File: src/rtl/dff_arb_pkg.sv
// Shared definitions for the round-robin storage arbiter: FSM state encoding
// and the owner index width helper.
package dff_arb_pkg;

   typedef enum logic [1:0] {
      ST_IDLE  = 2'd0,
      ST_GRANT = 2'd1,
      ST_WRITE = 2'd2,
      ST_HOLD  = 2'd3
   } state_t;

   // A single requester still needs one bit to name its owner index.
   function automatic int owner_w(input int n);
      return (n < 2) ? 1 : $clog2(n);
   endfunction

endpackage

File: src/rtl/dff_bank.sv
// WIDTH-bit falling-edge storage register with write enable, asynchronous
// active-low clear and complementary outputs.
module dff_bank #(
   parameter int WIDTH = 8
) (
   input  logic             clk,
   input  logic             rst_n,
   input  logic             we,
   input  logic [WIDTH-1:0] d,
   output logic [WIDTH-1:0] q,
   output logic [WIDTH-1:0] nq
);

   logic [WIDTH-1:0] data_q;

   always_ff @(negedge clk or negedge rst_n) begin
      if (!rst_n) begin
         data_q <= '0;
      end else if (we) begin
         data_q <= d;
      end
   end

   assign q  = data_q;
   assign nq = ~data_q;

endmodule

File: src/rtl/dff_reg_arbiter.sv
// Round-robin req/gnt arbiter granting one requester at a time a single write
// into the shared falling-edge storage bank, followed by a fixed hold window.
module dff_reg_arbiter
   import dff_arb_pkg::*;
#(
   parameter  int N_REQ       = 4,
   parameter  int WIDTH       = 8,
   parameter  int HOLD_CYCLES = 2,
   localparam int OW          = owner_w(N_REQ)
) (
   input  logic                   clk,
   input  logic                   rst_n,
   input  logic [N_REQ-1:0]       req,
   input  logic [N_REQ*WIDTH-1:0] wdata,
   output logic [N_REQ-1:0]       gnt,
   output logic [OW-1:0]          owner,
   output logic                   busy,
   output logic                   done,
   output logic [WIDTH-1:0]       q,
   output logic [WIDTH-1:0]       nq
);

   localparam int CW = (HOLD_CYCLES < 2) ? 1 : $clog2(HOLD_CYCLES);

   state_t           state_q, state_d;
   logic [OW-1:0]    owner_q, owner_d;
   logic [OW-1:0]    ptr_q, ptr_d;
   logic [CW-1:0]    cnt_q, cnt_d;
   logic [N_REQ-1:0] gnt_q, gnt_d;

   logic [OW-1:0]    cand_idx [N_REQ];
   logic             win_valid;
   logic [OW-1:0]    win_idx;
   logic             we;

   // Candidate gi is the requester gi+1 places after ptr, wrapped modulo N_REQ.
   for (genvar gi = 0; gi < N_REQ; gi++) begin : g_cand
      logic [OW:0] sum;
      assign sum          = {1'b0, ptr_q} + (OW+1)'(gi + 1);
      assign cand_idx[gi] = (sum >= (OW+1)'(N_REQ)) ? OW'(sum - (OW+1)'(N_REQ))
                                                    : sum[OW-1:0];
   end

   always_comb begin
      win_valid = 1'b0;
      win_idx   = '0;
      for (int k = N_REQ - 1; k >= 0; k--) begin
         if (req[cand_idx[k]]) begin
            win_valid = 1'b1;
            win_idx   = cand_idx[k];
         end
      end
   end

   always_comb begin
      state_d = state_q;
      owner_d = owner_q;
      ptr_d   = ptr_q;
      cnt_d   = cnt_q;
      gnt_d   = gnt_q;
      case (state_q)
         ST_IDLE: begin
            if (win_valid) begin
               owner_d          = win_idx;
               gnt_d            = '0;
               gnt_d[win_idx]   = 1'b1;
               state_d          = ST_GRANT;
            end
         end
         ST_GRANT: begin
            if (!req[owner_q]) begin
               gnt_d   = '0;
               ptr_d   = owner_q;
               state_d = ST_IDLE;
            end else begin
               state_d = ST_WRITE;
            end
         end
         ST_WRITE: begin
            cnt_d   = CW'(HOLD_CYCLES - 1);
            state_d = ST_HOLD;
         end
         ST_HOLD: begin
            if (cnt_q == '0) begin
               gnt_d   = '0;
               ptr_d   = owner_q;
               state_d = ST_IDLE;
            end else begin
               cnt_d = cnt_q - CW'(1);
            end
         end
         default: state_d = ST_IDLE;
      endcase
   end

   always_ff @(posedge clk or negedge rst_n) begin
      if (!rst_n) begin
         state_q <= ST_IDLE;
         owner_q <= '0;
         ptr_q   <= OW'(N_REQ - 1);
         cnt_q   <= '0;
         gnt_q   <= '0;
      end else begin
         state_q <= state_d;
         owner_q <= owner_d;
         ptr_q   <= ptr_d;
         cnt_q   <= cnt_d;
         gnt_q   <= gnt_d;
      end
   end

   assign we    = (state_q == ST_WRITE);
   assign gnt   = gnt_q;
   assign owner = owner_q;
   assign busy  = (state_q != ST_IDLE);
   assign done  = (state_q == ST_HOLD) && (cnt_q == '0);

   dff_bank #(.WIDTH(WIDTH)) u_bank (
      .clk   (clk),
      .rst_n (rst_n),
      .we    (we),
      .d     (wdata[owner_q*WIDTH +: WIDTH]),
      .q     (q),
      .nq    (nq)
   );

endmodule

File: config.mk
export PLATFORM = sky130hd
export DESIGN_NAME = dff_reg_arbiter
export DESIGN_NICKNAME = d
export VERILOG_FILES = /design/src/rtl/dff_arb_pkg.sv /design/src/rtl/dff_bank.sv /design/src/rtl/dff_reg_arbiter.sv
export SDC_FILE = /design/constraint.sdc
export NUM_CORES = 1
export LEC_CHECK = 0
export CORE_UTILIZATION = 38
export DETAILED_ROUTE_END_ITERATION = 8
export PLACE_DENSITY = 0.78
export SETUP_SLACK_MARGIN = 0.1
export SLEW_MARGIN = 20
export SYNTH_ARGS = -nofsm -noshare
export SYNTH_HDL_FRONTEND = slang
export SYNTH_SLANG_ARGS = --single-unit
File: constraint.sdc
create_clock -name clk -period 2.1 [get_ports clk]
set_input_delay 0.21 -clock clk [delete_from_list [all_inputs] [get_ports clk]]
set_output_delay 0.21 -clock clk [all_outputs]
set_load 0.01 [all_outputs]
# After elaboration in Yosys (flattened, before gate mapping)
# Cells that the tools add are included.
totals:
  ff_bits: 19
  inputBits: 38
  out_inout_bits: 24
  wordCells: 83
classes:
  n_addsub: 9
  n_lt_le_gt_ge: 11
  eq_ne: 6
  shift: 1
  mux: 37
  bitwise_logic: 2
  n_reduce_logical: 11
op_table:
  columns: ["operator", "n"]
  rows:
  - ["variable part select 32 x 6 -> 8 bit", 1]
  - ["2-to-1 mux 2 bit", 13]
  - ["less-than comparator 2 x 3 -> 1 bit (second input constant)", 6]
  - ["greater-or-equal comparator 3 bit (second input constant)", 4]
  - ["2-to-1 mux 4 bit", 3]
  - ["one-hot mux 4 bit (3 select lines)", 1]
  - ["2-to-1 mux 1 bit", 11]
  - ["binary-select mux 1 bit (select 2 bit)", 5]
  - ["inverter 8 bit", 1]
  - ["one-hot mux 2 bit (4 select lines)", 1]
  - ["subtractor 2 x 1 -> 2 bit (second input constant)", 4]
  - ["adder 2 x 2 -> 3 bit (second input constant)", 2]
  - ["!= test 2 bit (second input constant)", 3]
  - ["nonzero test 2 bit", 3]
  - ["== test 2 bit (second input constant)", 2]
  - ["one-hot mux 2 bit (2 select lines)", 1]
  - ["AND reduction 2 bit", 2]
  - ["AND reduction 4 bit", 1]
  - ["adder 2 x 1 -> 3 bit (second input constant)", 1]
  - ["adder 2 x 3 -> 3 bit (second input constant)", 1]
  - ["AND reduction 3 bit", 1]
  - ["nonzero test 3 bit", 1]
  - ["demux 1 bit (select 2 bit)", 1]
  - ["== test 2 x 1 -> 1 bit (second input constant)", 1]
  - ["6 further kinds", 7]

# Logic depth before layout (Yosys ltp)
# Gate-level depths: netlist of run 1.
logic_depth:
  ltp_word: 15
  mapped_depth: 5
  mapped_depth_nobuf: 4

# Cells and area by module
# A second synthesis of run 1 with hierarchy kept.
unflattened:
  cells_unflattened: 89
  area_unflattened_um2: 1133.6
modules_own_cells:
  columns: ["mod", "instances", "cells_each", "area_per_inst_um2"]
  rows:
  - ["dff_reg_arbiter", 1, 64, 772.0]
  - ["dff_bank", 1, 25, 361.6]

==> results of run 1 <==
[sequential cells by signal, summed over array words and instances (netlist names), named ones only]
register / cells
u_bank.q: 8
gnt: 4
owner: 2
ptr_q: 2
cnt_q: 1
state_q: 1
[worst register-to-register path, cell delays in order (launching register included)]
cell                      delay [ps]
sky130_fd_sc_hd__dfrtp_1         420
sky130_fd_sc_hd__buf_12          160
sky130_fd_sc_hd__mux4_2          520
sky130_fd_sc_hd__nand2_2          90
sky130_fd_sc_hd__o21ai_2          50
[what timing repair did]
action | CTS | global route
pin swaps | 2 | 3
setup buffers | 10 | 5
resized for setup | 72 | 18
cloned | 0 | 0
endpoints found under the setup margin | 30 | 28
[metrics by stage]
stage	setup TNS (ps)	setup slack, ps	area (sq um)	power, mW	utilization (%)
floorplan	-2440	-314	1090	1.54	-
global placement	-3770	-306	1900	2.39	69.3
detailed placement	-4170	-352	1900	2.44	69.3
CTS	-2940	-287	1940	2.67	70.8
global route	-4190	-346	2030	3.05	74.2
finish	-3090	-316	2030	2.86	74.2
[layer usage]
metal	track usage (%)	up-vias	routed length, um	share of wire [%]
met5	0	-	0	0
met4	1.79	0	0	0
met3	6.56	0	269	7.8
met2	42.5	65	1780	52
met1	28.2	562	1380	40
li1	-	543	-	-
[cell families (layout without fill, tap and decap cells)]
group / after synthesis / after routing / share of synthesized area (%)
compound gates: 23 / 23 / 14.8
buf+inv: 16 / 112 / 5.65
flops: 19 / 19 / 44.1
mux: 13 / 13 / 22.7
simple gates: 27 / 27 / 12.8
[synth_stat cells, drive strengths merged]
master / n
nand2: 13
inv: 12
o21ai: 12
dfrtp: 9
mux4: 9
dfrtn: 8
nand2b: 4
clkbuf: 3
mux2: 3
nor2: 3
nor2b: 3
a21oi: 2
a32o: 2
dfstp: 2
nand3b: 2
a211oi: 1
a21o: 1
a2bb2oi: 1
a31oi: 1
buf: 1
mux2i: 1
nor4: 1
o21a: 1
o221a: 1
o41ai: 1
or2: 1
[cell type report]
class                   count  area (sq um)  share of cell area (%)
clock buffers               3          22.5                    1.11
clock inverters             1          5.00                   0.247
inverters                  12          45.0                    2.22
multi-input cells          63           564                    27.8
flip-flops and latches     19           479                    23.6
well taps                  31          38.8                    1.91
repair buffers             96           875                    43.1
[power breakdown]
part           switching (mW)  internal (mW)  total (mW)
registers               0.139          0.570       0.709
logic                   0.795           1.17        1.97
clock network           0.116         0.0709       0.187
[worst min-delay path by stage]
stage | cells after the start | slack, ps | endpoint | start
after detailed placement | 2 | 490 | gnt[1] | gnt[1]
after floorplan | 0 | -90 | asynchronous set/reset pin | rst_n
after global placement | 2 | 470 | gnt[1] | gnt[1]
after global routing | 2 | 540 | gnt[1] | gnt[1]
after CTS | 2 | 520 | gnt[1] | gnt[1]
final | 2 | 510 | gnt[1] | gnt[1]
==> results.toml, run 1 <==
[status]
outcome = "complete, but fails checks"
failing_checks = "setup timing"

[global_route]
antenna_found_initial = 0
grt_util_all_layers_pct = 23.2
grt_pass1_wl_um = 5590
globalRoute.totalOverflow = 0
grt_max_degree = 17
vias_in_the_first_global_route = 1201

[clocking]
path_clk_slew_ps = 100
cts-buffers-inserted = 3
post_cts_hold_buffer_count = 0
cts_num_sinks = 19
worst_skew_pair.late_latency_ps = 300
clock-root-buffer = "sky130_fd_sc_hd__clkbuf_4"
clock_tree_from_tritoncts = "built"
cts-root-to-sink-buffers = 2
h-tree-depth = 1

[finish]
stdcell_count = 225
share_of_post_route_cells_with_drive_strength_above_1_pct = 44.3
final_cell_mix = "45 x sky130_fd_sc_hd__clkdlybuf4s50_1, 33 x sky130_fd_sc_hd__buf_4, 11 x sky130_fd_sc_hd__nand2_1"
nNetsFinal = 233
fillers = 176
mostFrequentLayoutCell = "sky130_fd_sc_hd__clkdlybuf4s50_1"
antenna_cells_inserted = 0
area_growth_syn_to_layout_pct = 87.1

[floorplan]
ports = 62
die_w_um = 55.4
die-height_um = 55.4
initial_utilization_pct = 39.7
die_area_sq_um = 3070
core.rowCount = 19
placeableCoreArea_sq_um = 2730

[timing]
rsz0062_at_grt = "yes"
final-setup-viol-count = 24
hold-worst-slack_ps = 507
worst-slew-pin-transition_ps = 409
maxSlewViolCount = 0
setup_ws_ps = -316
finalHoldViolations = 0
skew_ps = 15.2
relSlewSlack_pct = 72.7

[drt]
wl_um = 3430
drt-vias-per-instance = 5.20
wl_per_cell_um = 15.2
first_drt_iteration_drcs = 32
routed-via-count = 1170
drt_drc_violations_left = 0
drt_pre_antenna_iters = 5
antenna_left = 0

[setup_path]
rr_startpoint = "owner[0]"
crit_path_max_incr_delay_ps = 510
worst_r2r_endpoint = "u_bank.q[4]"
worstPathArrival_ps = 1530
cp_data_required_time_ps = 1210
worstPathBufferInverterCount = 1
path_cells = "buf_12, mux4_2, nand2_2, o21ai_2"
cpMaxStageDelayCell = "sky130_fd_sc_hd__mux4_2"
timing.reg2reg.worst_path_depth = 4
worstSetupPathType = "flip-flop to flip-flop"
crit_fanout = 8
crit_start = "owner[0]"
critical_path.endpoint_type = "flip-flop"
critical_path_cell_count = 4
worst_path_dominant_cell_family = "multiplexers"
worstSetupStartpointType = "flip-flop"
worst_reg_to_reg_setup_slack_ps = -320
cp_capture_point = "u_bank.q[4]"

[place]
number_of_i_o_port_buffers = 61
numPlacedInstances = 206
gp_congestion = 0.790
detailedPlacementHpwl_um = 2570

[logic_synthesis]
synth.top_cell.area_share_pct = 20.8
synth_area_leader_cell = "sky130_fd_sc_hd__dfrtp_1"
synth-warning-count = 0
post_synthesis_cell_area_sq_um = 1080
synth_area_leaders = "sky130_fd_sc_hd__dfrtp_1 21%, sky130_fd_sc_hd__mux4_2 19%, sky130_fd_sc_hd__dfrtn_1 18%"
postSynthNetCount = 136
syn_area_per_cell_sq_um = 11.1
yosysSeqAreaShare_pct = 44.1
postSynthCellCount = 98
ys_ff_latch = 19
netlist-cell-type-count = 29

[power_and_ir_drop]
power.density_cell_area_nw_per_um2 = 1410
total_leakage_power_nw = 0.918
ir_drop_mv = 1.15

[run]
max_cap_viol_count = 0

[worst_hold_path]
hold_path.class = "flip-flop to flip-flop"
(Power assumes the default switching activity.)
==> inputs of run 2 (changes only) <==
CORE_MARGIN = 1   (was not set)
==> results of run 2 <==
The final DEF is identical to that of run 1; final timing and power are the same.
